`config.mk`:
```
export PLATFORM = sky130hd
export DESIGN_NAME = mem_bank_access_ctrl_flat
export DESIGN_NICKNAME = d
export VERILOG_FILES = /design/src/rtl/mem_bank_access_ctrl_if.sv /design/src/rtl/mem_bank_access_ctrl.sv /design/src/flat_wrapper.sv
export SDC_FILE = /design/constraint.sdc
export NUM_CORES = 1
export LEC_CHECK = 0
export ABC_CLOCK_PERIOD_IN_PS = 2400
export CAP_MARGIN = 20
export CORE_UTILIZATION = 39
export CTS_CLUSTER_DIAMETER = 50
export CTS_CLUSTER_SIZE = 10
export DETAILED_ROUTE_END_ITERATION = 6
export PLACE_DENSITY = 0.83
export RECOVER_POWER = 50
export SLEW_MARGIN = 20
export SYNTH_ARGS = -nofsm -noshare
export SYNTH_HDL_FRONTEND = slang
export SYNTH_SLANG_ARGS = --single-unit
```
`constraint.sdc`:
```
create_clock -name clk -period 2.4 [get_ports clk]
set_clock_uncertainty 0.1 [all_clocks]
set_input_delay 0.48 -clock clk [delete_from_list [all_inputs] [get_ports clk]]
set_output_delay 0.48 -clock clk [all_outputs]
set_load 0.1 [all_outputs]
```
`src/rtl/mem_bank_access_ctrl_if.sv`:
```
// Requester-side and memory-side bundle for the shared 4-bank byte memory.
// The controller uses the slave modport; the requesters plus memory system use master.
interface mem_bank_access_ctrl_if #(
  parameter int DATA_W = 8,
  parameter int N_REQ  = 4
);
  logic [N_REQ-1:0]        req;
  logic [N_REQ-1:0]        req_we;
  logic [2*N_REQ-1:0]      req_addr;
  logic [DATA_W*N_REQ-1:0] req_wdata;
  logic [DATA_W-1:0]       mem_rdata;
  logic [N_REQ-1:0]        gnt;
  logic [N_REQ-1:0]        done;
  logic [DATA_W-1:0]       rdata;
  logic [1:0]              mem_sel;
  logic [DATA_W-1:0]       mem_data;
  logic                    mem_store;

  modport master (
    output req, req_we, req_addr, req_wdata, mem_rdata,
    input  gnt, done, rdata, mem_sel, mem_data, mem_store
  );

  modport slave (
    input  req, req_we, req_addr, req_wdata, mem_rdata,
    output gnt, done, rdata, mem_sel, mem_data, mem_store
  );
endinterface

```
`src/rtl/mem_bank_access_ctrl.sv`:
```
// Round-robin arbiter/sequencer sharing a 4-bank byte memory among 4 requesters.
// One transaction at a time: grant (ACCESS, 1 cycle) then completion pulse (DONE, 1 cycle).
module mem_bank_access_ctrl #(
  parameter int DATA_W = 8,
  parameter int N_REQ  = 4
) (
  input  logic                   clk,
  input  logic                   reset,
  mem_bank_access_ctrl_if.slave  bus
);
  typedef enum logic [1:0] {S_IDLE, S_ACCESS, S_DONE} state_t;

  state_t            r_state, w_state_next;
  logic [1:0]        r_rr_ptr, w_rr_ptr_next;
  logic [1:0]        r_owner, w_owner_next;
  logic [N_REQ-1:0]  r_gnt, w_gnt_next;
  logic [N_REQ-1:0]  r_done, w_done_next;
  logic [DATA_W-1:0] r_rdata, w_rdata_next;
  logic [1:0]        r_mem_sel, w_mem_sel_next;
  logic [DATA_W-1:0] r_mem_data, w_mem_data_next;
  logic              r_mem_store, w_mem_store_next;

  logic [1:0]        w_addr  [N_REQ];
  logic [DATA_W-1:0] w_wdata [N_REQ];
  logic [N_REQ-1:0]  w_req_rot;
  logic [1:0]        w_win_off;
  logic [1:0]        w_winner;

  // w_req_rot[k] is the request of requester (rr_ptr + k), so the lowest set bit wins.
  genvar gi;
  generate
    for (gi = 0; gi < N_REQ; gi++) begin : g_req
      assign w_addr[gi]    = bus.req_addr[2*gi +: 2];
      assign w_wdata[gi]   = bus.req_wdata[DATA_W*gi +: DATA_W];
      assign w_req_rot[gi] = bus.req[r_rr_ptr + 2'(gi)];
    end
  endgenerate

  always_comb begin
    w_win_off = 2'd0;
    for (int i = N_REQ - 1; i >= 0; i--) begin
      if (w_req_rot[i]) w_win_off = 2'(i);
    end
  end

  assign w_winner = r_rr_ptr + w_win_off;

  always_comb begin
    w_state_next     = r_state;
    w_rr_ptr_next    = r_rr_ptr;
    w_owner_next     = r_owner;
    w_gnt_next       = r_gnt;
    w_done_next      = r_done;
    w_rdata_next     = r_rdata;
    w_mem_sel_next   = r_mem_sel;
    w_mem_data_next  = r_mem_data;
    w_mem_store_next = r_mem_store;
    case (r_state)
      S_IDLE: begin
        if (|bus.req) begin
          w_owner_next     = w_winner;
          w_mem_sel_next   = w_addr[w_winner];
          w_mem_data_next  = w_wdata[w_winner];
          w_mem_store_next = bus.req_we[w_winner];
          w_gnt_next       = N_REQ'(1) << w_winner;
          w_state_next     = S_ACCESS;
        end
      end
      S_ACCESS: begin
        // r_mem_store is high for the whole ACCESS cycle exactly when this is a write.
        if (!r_mem_store) w_rdata_next = bus.mem_rdata;
        w_mem_store_next = 1'b0;
        w_gnt_next       = '0;
        w_done_next      = N_REQ'(1) << r_owner;
        w_state_next     = S_DONE;
      end
      S_DONE: begin
        w_done_next   = '0;
        w_rr_ptr_next = r_owner + 2'd1;
        w_state_next  = S_IDLE;
      end
      default: w_state_next = S_IDLE;
    endcase
  end

  always_ff @(posedge clk or posedge reset) begin
    if (reset) begin
      r_state     <= S_IDLE;
      r_rr_ptr    <= 2'd0;
      r_owner     <= 2'd0;
      r_gnt       <= '0;
      r_done      <= '0;
      r_rdata     <= '0;
      r_mem_sel   <= 2'd0;
      r_mem_data  <= '0;
      r_mem_store <= 1'b0;
    end else begin
      r_state     <= w_state_next;
      r_rr_ptr    <= w_rr_ptr_next;
      r_owner     <= w_owner_next;
      r_gnt       <= w_gnt_next;
      r_done      <= w_done_next;
      r_rdata     <= w_rdata_next;
      r_mem_sel   <= w_mem_sel_next;
      r_mem_data  <= w_mem_data_next;
      r_mem_store <= w_mem_store_next;
    end
  end

  assign bus.gnt       = r_gnt;
  assign bus.done      = r_done;
  assign bus.rdata     = r_rdata;
  assign bus.mem_sel   = r_mem_sel;
  assign bus.mem_data  = r_mem_data;
  assign bus.mem_store = r_mem_store;
endmodule

```
`src/flat_wrapper.sv`:
```
// flat-port wrapper written by rule: the top's interface ports become plain ports
module mem_bank_access_ctrl_flat 
#(
  parameter int DATA_W = 8,
  parameter int N_REQ  = 4
)
  (clk, reset, bus_req, bus_req_we, bus_req_addr, bus_req_wdata, bus_mem_rdata, bus_gnt, bus_done, bus_rdata, bus_mem_sel, bus_mem_data, bus_mem_store);
  mem_bank_access_ctrl_if #(.DATA_W(DATA_W), .N_REQ(N_REQ)) bus_i ();
  input  logic clk;
  input  logic reset;
  input wire logic [$bits(bus_i.req)-1:0] bus_req;
  input wire logic [$bits(bus_i.req_we)-1:0] bus_req_we;
  input wire logic [$bits(bus_i.req_addr)-1:0] bus_req_addr;
  input wire logic [$bits(bus_i.req_wdata)-1:0] bus_req_wdata;
  input wire logic [$bits(bus_i.mem_rdata)-1:0] bus_mem_rdata;
  output wire logic [$bits(bus_i.gnt)-1:0] bus_gnt;
  output wire logic [$bits(bus_i.done)-1:0] bus_done;
  output wire logic [$bits(bus_i.rdata)-1:0] bus_rdata;
  output wire logic [$bits(bus_i.mem_sel)-1:0] bus_mem_sel;
  output wire logic [$bits(bus_i.mem_data)-1:0] bus_mem_data;
  output wire logic [$bits(bus_i.mem_store)-1:0] bus_mem_store;
  assign bus_i.req = bus_req;
  assign bus_i.req_we = bus_req_we;
  assign bus_i.req_addr = bus_req_addr;
  assign bus_i.req_wdata = bus_req_wdata;
  assign bus_i.mem_rdata = bus_mem_rdata;
  assign bus_gnt = bus_i.gnt;
  assign bus_done = bus_i.done;
  assign bus_rdata = bus_i.rdata;
  assign bus_mem_sel = bus_i.mem_sel;
  assign bus_mem_data = bus_i.mem_data;
  assign bus_mem_store = bus_i.mem_store;
  mem_bank_access_ctrl #(.DATA_W(DATA_W), .N_REQ(N_REQ)) u_core (.clk(clk), .reset(reset), .bus(bus_i));
endmodule
```
Yosys cells after proc, flatten, opt, wreduce, memory -nomap -nowiden
Index checks and enable logic that the tools add are counted.
{"block": "op_classes", "add_sub_neg": 5, "magnitude_cmp": 6, "n_eq_ne": 3, "shifts": 2, "n_mux": 27, "n_bitwise": 2, "n_reduce_logical": 7}
{"cell": "$bmux 8 s2", "count": 1}
{"cell": "$mux 8", "count": 2}
{"cell": "$pmux 4 s2", "count": 2}
{"cell": "$lt 2x3->1 const B", "count": 5}
{"cell": "$mux 2", "count": 7}
{"cell": "$bmux 1 s2", "count": 5}
{"cell": "$shl 1x2->4 const A", "count": 2}
{"cell": "$mux 1", "count": 6}
{"cell": "$reduce_and 2->1", "count": 3}
{"cell": "$add 2x1->2 const B", "count": 2}
{"cell": "$add 2x2->2 const B", "count": 2}
{"cell": "$bmux 2 s2", "count": 1}
{"cell": "$mux 4", "count": 1}
{"cell": "$pmux 2 s2", "count": 1}
{"cell": "$reduce_bool 2->1", "count": 2}
{"cell": "$reduce_or 4->1", "count": 1}
{"cell": "$ge 3x3->1 const B", "count": 1}
{"cell": "$not 2->3", "count": 1}
{"cell": "$add 2x2->2", "count": 1}
{"cell": "$eq 2x1->1 const B", "count": 1}
{"cell": "$eq 2x2->1 const B", "count": 1}
{"cell": "$logic_not 2->1", "count": 1}
{"cell": "$ne 2x1->1 const B", "count": 1}
{"cell": "$pmux 1 s2", "count": 1}
{"cell": "$not 1->1", "count": 1}
{"block": "word_totals", "regBits": 33, "inputBits": 58, "out_inout_bits": 27}

Logic depth before layout (Yosys ltp)
Gate-level depths: netlist of the first run.
{"block": "depth", "word_depth": 12, "ltp_mapped": 12, "mapped_depth_nobuf": 10}

Least setup slack after synthesis of the first run
OpenSTA, ideal clock, no wires.
{"block": "synth_path", "path_type": "input-to-reg", "start": "in bus_req[2]", "end": "reg u_core.r_mem_data[0] (netlist: u_core.bus.mem_data[0])", "setup_ns": 0.095, "t_arrival_ns": 2.444, "required_time_ns": 2.205, "setup_slack_ns": -0.240, "cell_stages": 9, "cell_sequence": "buf_6 -> or4_1 -> nand3_1 -> ha_1 -> buf_2 -> buf_1 -> clkbuf_1 -> a221oi_1 -> o31ai_1"}
{"block": "synth_between", "elab_chain_cells": 11, "elab_cells_between_ends": 19, "classes_between": "1 x add/sub; 15 x mux; 1 x bitwise; 2 x reduce/logical"}
{"element": "from (decl)", "line": "flat_wrapper.sv:11", "rtl": "input wire logic [$bits(bus_i.req)-1:0] bus_req;"}
{"element": "$bmux 1 s2", "line": "mem_bank_access_ctrl.sv:35", "rtl": "assign w_req_rot[gi] = bus.req[r_rr_ptr + 2'(gi)];"}
{"element": "$mux 1 (not written as such)", "line": "mem_bank_access_ctrl.sv:35"}
{"element": "$mux 2 (3 in a row)", "line": "mem_bank_access_ctrl.sv:42", "rtl": "if (w_req_rot[i]) w_win_off = 2'(i);"}
{"element": "$mux 2 *", "line": "mem_bank_access_ctrl.sv:42"}
{"element": "$add 2x2->2 *", "line": "mem_bank_access_ctrl.sv:46", "rtl": "assign w_winner = r_rr_ptr + w_win_off;"}
{"element": "named net u_core.w_winner[0]", "line": "mem_bank_access_ctrl.sv:27", "rtl": "logic [1:0] w_winner;"}
{"element": "$not 2->3 (not written as such) *", "line": "mem_bank_access_ctrl.sv:63", "rtl": "w_mem_data_next = w_wdata[w_winner];"}
{"element": "$bmux 8 s2 *", "line": "mem_bank_access_ctrl.sv:63"}
{"element": "$mux 8 (not written as such) * (2 in a row)", "line": "mem_bank_access_ctrl.sv:63"}
{"element": "to (signal assigned)", "line": "mem_bank_access_ctrl.sv:105", "rtl": "r_mem_data <= w_mem_data_next;"}
{"element": "to (decl)", "line": "mem_bank_access_ctrl.sv:20", "rtl": "logic [DATA_W-1:0] r_mem_data, w_mem_data_next;"}
Mark *: on every way through the listed nets, which the timed path passes. The rest lies on a longest branch. The select of a mux whose other input is x is not followed.
A chain may end at the register's enable or synchronous reset.

Worst setup path after layout of the first run
{"block": "layout_path", "start": "reg u_core.r_rr_ptr[0]", "end": "reg u_core.r_mem_data[3] (netlist: u_core.bus.mem_data[3])"}
{"block": "layout_between", "elab_chain_cells": 12, "elab_cells_between_ends": 20, "classes_between": "4 x add/sub; 15 x mux; 1 x bitwise"}
{"element": "from (decl)", "line": "mem_bank_access_ctrl.sv:14", "rtl": "logic [1:0] r_rr_ptr, w_rr_ptr_next;"}
{"element": "from (signal assigned)", "line": "mem_bank_access_ctrl.sv:99", "rtl": "r_rr_ptr <= w_rr_ptr_next;"}
{"element": "$add 2x2->2", "line": "mem_bank_access_ctrl.sv:35"}
{"element": "$bmux 1 s2", "line": "mem_bank_access_ctrl.sv:35"}
{"element": "$mux 1 (not written as such)", "line": "mem_bank_access_ctrl.sv:35"}
{"element": "$mux 2 (4 in a row)", "line": "mem_bank_access_ctrl.sv:42"}
{"element": "$add 2x2->2 *", "line": "mem_bank_access_ctrl.sv:46"}
{"element": "$not 2->3 (not written as such) *", "line": "mem_bank_access_ctrl.sv:63"}
{"element": "$bmux 8 s2 *", "line": "mem_bank_access_ctrl.sv:63"}
{"element": "$mux 8 (not written as such) * (2 in a row)", "line": "mem_bank_access_ctrl.sv:63"}
Mark *: on every way between the ends. The rest lies on a longest branch, timed or not. The select of a mux whose other input is x is not followed.

==> flow_metrics.env, run 1 <==
export IMPL_required_ns=2.47
export IMPL_drive_above_1_share_pct=35.0
export IMPL_overflow=0
export IMPL_fmax_mhz=417
export IMPL_ys_types=38
export IMPL_antenna_found_initial=0
export IMPL_core_area_sq_um=4880
export IMPL_async_flop_share_pct=100
export IMPL_synth_area_sq_um=2040
export IMPL_min_path_cells=2
export IMPL_cts_made_buffers=5
export IMPL_gp_congestion=0.793
export IMPL_synth_most_common_cell="dfrtp_1"
export IMPL_min_from="u_core.bus.mem_data[7]"
export IMPL_crit_family="simple AND/OR/NAND/NOR gates"
export IMPL_yosys_area_share_xor_xnor_pct=0.859
export IMPL_synth_cells=204
export IMPL_worstPathCellList="or4_4 -> nand3_4 -> ha_4 -> xor2_4 -> buf_6 -> a21oi_4 -> a2111oi_1 -> o31ai_1"
export IMPL_grt_pass1_wl_um=9320
export IMPL_hold_end="u_core.bus.mem_data[7]"
export IMPL_grt_pass1_vias=1984
export IMPL_port_buffers=84
export IMPL_r2r_end="u_core.bus.mem_data[3]"
export IMPL_htree_levels=2
export IMPL_yosys_top_cells_area="dfrtp_1 41%, nor2b_1 7.4%, a2111oi_2 5.9%, ha_1 5.5%, mux2_2 5.5%"
export IMPL_die_y_um=74.3
export IMPL_route_detailed_drc=0
export IMPL_ys_flop_type="dfrtp_1"
export IMPL_vias_per_cell=5.29
export IMPL_cp_end_kind="register"
export IMPL_cpMaxStageDelayCell="or4_4"
export IMPL_rrSetupSlack_ns=0.003
export IMPL_diodes=0
export IMPL_dieArea_sq_um=5520
export IMPL_wirelength_um=6190
export IMPL_grt_max_degree=41
export IMPL_synth_simple_area_share_pct=17.3
export IMPL_fin_util_pct=71.2
export IMPL_timing_hold_ws_ns=0.392
export IMPL_cts_hold_buf=0
export IMPL_hold_violations=0
export IMPL_cts_tree="done"
export IMPL_place_ws_ns=-0.593
export IMPL_setup_violations=0
export IMPL_postSynthAreaPerCell_sq_um=9.99
export IMPL_grtUsageTotal_pct=22.3
export IMPL_clock_sinks=33
export IMPL_fin_crit_sh_pct=99.9
export IMPL_synth_compound_area_share_pct=23.6
export IMPL_slowest_delay_ns=0.54
export IMPL_clock_latency_ns=0.29
export IMPL_initial_utilization_pct=41.8
export IMPL_rows=25
export IMPL_root_buffer="clkbuf_8"
export IMPL_synth_seq_cells=33
export IMPL_cp_max_fo=5
export IMPL_syn_to_final_growth_pct=70.5
export IMPL_yosysSeqAreaShare_pct=40.5
export IMPL_synth_common_cells="33 x dfrtp_1, 24 x nor2b_1, 21 x nand2_1"
export IMPL_synth_top_family_by_area="compound AO/OA/AOI/OAI gates"
export IMPL_drv_slew=0
export IMPL_routedWlPerCell_um=16.2
export IMPL_ant_nets=0
export IMPL_worst_path_buf_inv=1
export IMPL_drt_iter0_drc=111
export IMPL_synthMuxAreaShare_pct=6.51
export IMPL_final_net_count=380
export IMPL_die_w_um=74.3
export IMPL_r2r_cells=8
export IMPL_yosys_area_top_type="dfrtp_1"
export IMPL_yosys_warnings=0
export IMPL_netlist_area_leader_share_pct=40.5
export IMPL_worst_pin_slew_ns=1.18
export IMPL_fillers=356
export IMPL_rsz0062_at_grt="true"
export IMPL_r2r_start="u_core.r_rr_ptr[0]"
export IMPL_cp_start_kind="register"
export IMPL_io_pins=85
export IMPL_synth_fa_ha_area_share_pct=5.52
export IMPL_criticalPathCategory="reg -> reg"
export IMPL_synth_fp_nets=271
export IMPL_dp_hpwl_um=4300
export IMPL_postPlaceCellArea_sq_um=3220
export IMPL_crit_arrival_ns=2.46
export IMPL_min_path_type="reg -> reg"
export IMPL_clkTransAtPathRegs_ns=0.07
export IMPL_clock_path_buffers=2
export IMPL_design_area_sq_um=3470
export IMPL_slew_headroom_pct=22.0
export IMPL_vias=2016
export IMPL_synth_edff_count=0
export IMPL_finalWorstSetupSlack_ns=0.00302
export IMPL_status="finished, final reports clean"
export IMPL_drtPass1Iterations=4
export IMPL_drv_cap=0
export IMPL_finalCriticalPeriod_ns=2.40
cell type report:
cell class	count	area [sq um]	share of cell area, %
timing repair buffer	117	1050	30.3
clock inverter	1	30.0	0.864
tap	67	83.8	2.41
clock buffer	7	86.3	2.48
inverter	9	33.8	0.972
multi-input combinational	147	1360	39.1
sequential	33	827	23.8
metrics by stage:
| step | cells | TNS, ns |
|---|---|---|
| 2_1_floorplan | 204 | 0 |
| 3_3_place_gp | 368 | -6.91 |
| 3_5_place_dp | 368 | -8.14 |
| 4_1_cts | 377 | -0.130 |
| 5_1_grt | 381 | -0.728 |
| 6_report | 381 | 0 |
metal layers:
layer	up-vias	track usage (%)	wire length (um)
met5	-	0	0
met4	0	5.03	60
met3	8	3.93	384
met2	73	37.8	3050
met1	975	29.8	2700
li1	960	-	-
worst min-delay path, cell delays in order, from the launching register on:
cell and delay, ns:
dfrtp_1 0.35, nand2_1 0.05, o31ai_1 0.06
layout by cell type (no fill, tap or decap), types with 4 or more instances in the layout:
cell / count
nor2_1: 8
inv_1: 9
buf_6: 5
o21ai_0: 8
nor2b_1: 24
buf_4: 48
clkdlybuf4s50_1: 52
ha_1: 8
a2111oi_4: 8
o31ai_1: 10
dfrtp_1: 32
mux2_2: 10
clkbuf_8: 6
nand2_1: 21
a221oi_2: 7
clkbuf_1: 4
a32o_1: 4
flip-flops by register name (all words and copies together) (netlist names):
name and flops:
u_core.bus.done 4, u_core.bus.gnt 4, u_core.bus.mem_sel 2, u_core.bus.mem_store 1, u_core.r_state 2, u_core.bus.mem_data 8
u_core.r_owner 2, u_core.bus.rdata 8, u_core.r_rr_ptr 2
cell families (layout without fill, tap and decap cells):
group | Yosys count | in the layout
simple gates | 68 | 68
compound gates | 56 | 56
flops | 33 | 33
buf+inv | 24 | 134
mux | 12 | 12
fa+ha+maj | 9 | 9
xor+xnor | 2 | 2
repair_timing:
| item | CTS | global route |
|---|---|---|
| pin swaps | 15 | 18 |
| buffers inserted | 1 | 4 |
| setup endpoints to repair | 16 | 12 |
| gates resized for setup | 17 | 18 |
| cloned | 0 | 0 |
worst max path at each step:
stage | start | to | slack [ns] | cells after the start
finish | u_core.r_rr_ptr[0] | u_core.bus.mem_data[3] | 0.003 | 8
global route | u_core.r_rr_ptr[0] | u_core.bus.mem_data[0] | -0.09 | 9
CTS | u_core.r_rr_ptr[0] | u_core.bus.mem_sel[0] | -0.03 | 9
detailed placement | bus_req[2] | u_core.bus.mem_data[6] | -0.59 | 13
global placement | bus_req[2] | u_core.bus.mem_data[1] | -0.49 | 9
floorplan | bus_req[2] | u_core.bus.mem_data[0] | 0.007 | 9
Power of run 1 is left out: the tool's default activity adds up to more than one toggle a clock period on the data nets, which glitch-free logic cannot reach.
==> run 2: changes to the inputs <==
ABC_CLOCK_PERIOD_IN_PS = 2700   (was 2400)
CORE_UTILIZATION = 43   (was 39)
PLACE_DENSITY = 0.87   (was 0.83)
SLEW_MARGIN = not set   (was 20)
clock period = 2.7 ns   (was 2.4 ns; I/O delays follow)
==> flow_metrics.env, run 2 (synthesis gave the netlist of run 1 again) <==
export IMPL_drv_slew=34
export IMPL_dp_hpwl_um=4080
export IMPL_slew_headroom_pct=-14.0
export IMPL_port_buffers=84
export IMPL_cts_tree="done"
export IMPL_grt_pass1_wl_um=8800
export IMPL_worst_pin_slew_ns=1.71
export IMPL_core_area_sq_um=4440
export IMPL_syn_to_final_growth_pct=60.9
export IMPL_rows=24
export IMPL_r2r_end="u_core.bus.mem_data[6]"
export IMPL_ant_nets=0
export IMPL_drtPass1Iterations=6
export IMPL_wirelength_um=5710
export IMPL_final_common_cell="clkdlybuf4s50_1"
export IMPL_die_w_um=70.8
export IMPL_io_pins=85
export IMPL_design_area_sq_um=3280
export IMPL_drv_cap=1
export IMPL_criticalPathCategory="in -> reg"
export IMPL_hold_violations=0
export IMPL_htree_levels=2
export IMPL_overflow=0
export IMPL_post_cts_buffers=0
export IMPL_antenna_found_initial=0
export IMPL_finalCriticalPeriod_ns=2.71
export IMPL_clkTransAtPathRegs_ns=0.06
export IMPL_vias=1942
export IMPL_route_detailed_drc=18
export IMPL_grt_max_degree=34
export IMPL_r2r_start="u_core.r_rr_ptr[0]"
export IMPL_violations="design-rule violations, max-capacitance violations, max-slew violations, negative setup slack"
export IMPL_crit_arrival_ns=2.77
export IMPL_cts_made_buffers=5
export IMPL_status="finished, violations left"
export IMPL_required_ns=2.76
export IMPL_rrSetupSlack_ns=0.22
export IMPL_final_net_count=369
export IMPL_root_buffer="clkbuf_8"
export IMPL_diodes=0
export IMPL_die_y_um=70.8
export IMPL_clock_latency_ns=0.28
export IMPL_clock_sinks=33
export IMPL_drt_iter0_drc=137
export IMPL_clock_path_buffers=2
export IMPL_min_from="u_core.bus.mem_sel[1]"
export IMPL_fillers=302
export IMPL_grtUsageTotal_pct=22.4
export IMPL_grt_pass1_vias=1798
export IMPL_dieArea_sq_um=5020
export IMPL_min_path_cells=2
export IMPL_cp_max_fo=12
export IMPL_r2r_cells=8
export IMPL_finalWorstSetupSlack_ns=-0.0108
export IMPL_min_path_type="reg -> reg"
export IMPL_ff_latch_area_sq_um=826
export IMPL_rsz0062_at_grt="true"
export IMPL_fmax_mhz=369
export IMPL_drive_above_1_share_pct=31.0
export IMPL_postPlaceCellArea_sq_um=2990
export IMPL_hold_end="u_core.bus.mem_sel[1]"
export IMPL_initial_utilization_pct=45.9
export IMPL_multi_input_area_sq_um=1270
export IMPL_gp_congestion=0.785
export IMPL_fin_crit_sh_pct=100
export IMPL_cts_hold_buf=0
export IMPL_cp_start_kind="input port"
export IMPL_setup_violations=1
export IMPL_cp_end_kind="register"
export IMPL_vias_per_cell=5.47
export IMPL_routedWlPerCell_um=16.1
export IMPL_layout_common_cells="57 x clkdlybuf4s50_1, 40 x buf_4, 33 x dfrtp_1"
run 2: cell count changes in the layout (fill, tap and decap cells not counted), moves of 5 or more:
| cell | change |
|---|---|
| a2111oi_4 | -6 |
| a2111oi_2 | +8 |
| buf_4 | -8 |
| clkdlybuf4s50_1 | +5 |
run 2: per-stage QoR:
stage	worst slack [ns]	TNS (ns)	cells	utilization, %	hold WS, ns
after floorplan	0.000157	0	204	-	0.390
after global placement	-0.222	-2.55	347	67.3	0.361
after detailed placement	-0.309	-3.28	347	67.3	0.372
after CTS	0.00441	0	355	70.2	0.387
after global routing	-0.0699	-0.612	355	73.8	0.413
final	-0.0108	-0.0108	355	73.8	0.389
run 2: final cells by class:
type | count | share of cell area (%)
Tap cell | 52 | 1.98
Multi-Input combinational cell | 147 | 38.8
Sequential cell | 33 | 25.2
Clock buffer | 7 | 2.63
Timing Repair Buffer | 106 | 29.5
Inverter | 9 | 1.03
Clock inverter | 1 | 0.916
run 2: critical path: stages:
cell             delay [ns]
clkdlybuf4s50_1        0.47
or4_1                  0.52
nand3_2                0.12
ha_4                   0.19
xor2_2                 0.18
a21oi_1                0.07
buf_6                  0.18
a2111oi_2              0.37
o31ai_1                0.11
run 2: repair_timing:
action,4_1_cts,5_1_grt
pin swaps,0,1
gates cloned,0,0
resized for setup,3,29
setup endpoints to repair,3,16
run 2: worst max-delay path by stage:
| stage | start | to | slack [ns] | cells past startpoint |
|---|---|---|---|---|
| after floorplan | bus_req[2] | u_core.bus.mem_data[0] | 0.0002 | 9 |
| after global placement | bus_req[0] | u_core.bus.mem_data[4] | -0.22 | 9 |
| after detailed placement | bus_req[0] | u_core.bus.mem_data[3] | -0.31 | 9 |
| after CTS | bus_req[0] | u_core.bus.mem_data[1] | 0.004 | 9 |
| after global routing | bus_req[0] | u_core.bus.mem_sel[1] | -0.07 | 9 |
| final | bus_req[0] | u_core.bus.mem_data[6] | -0.01 | 9 |
run 2: routing by layer:
layer | track usage, % | routed length (um) | part of all wire, %
met5 | 0 | 0 | 0
met4 | 4.67 | 69 | 1.2
met3 | 5.56 | 395 | 6.9
met2 | 38.2 | 2990 | 52
met1 | 28.8 | 2260 | 40
Power of run 2 is left out for the same reason.
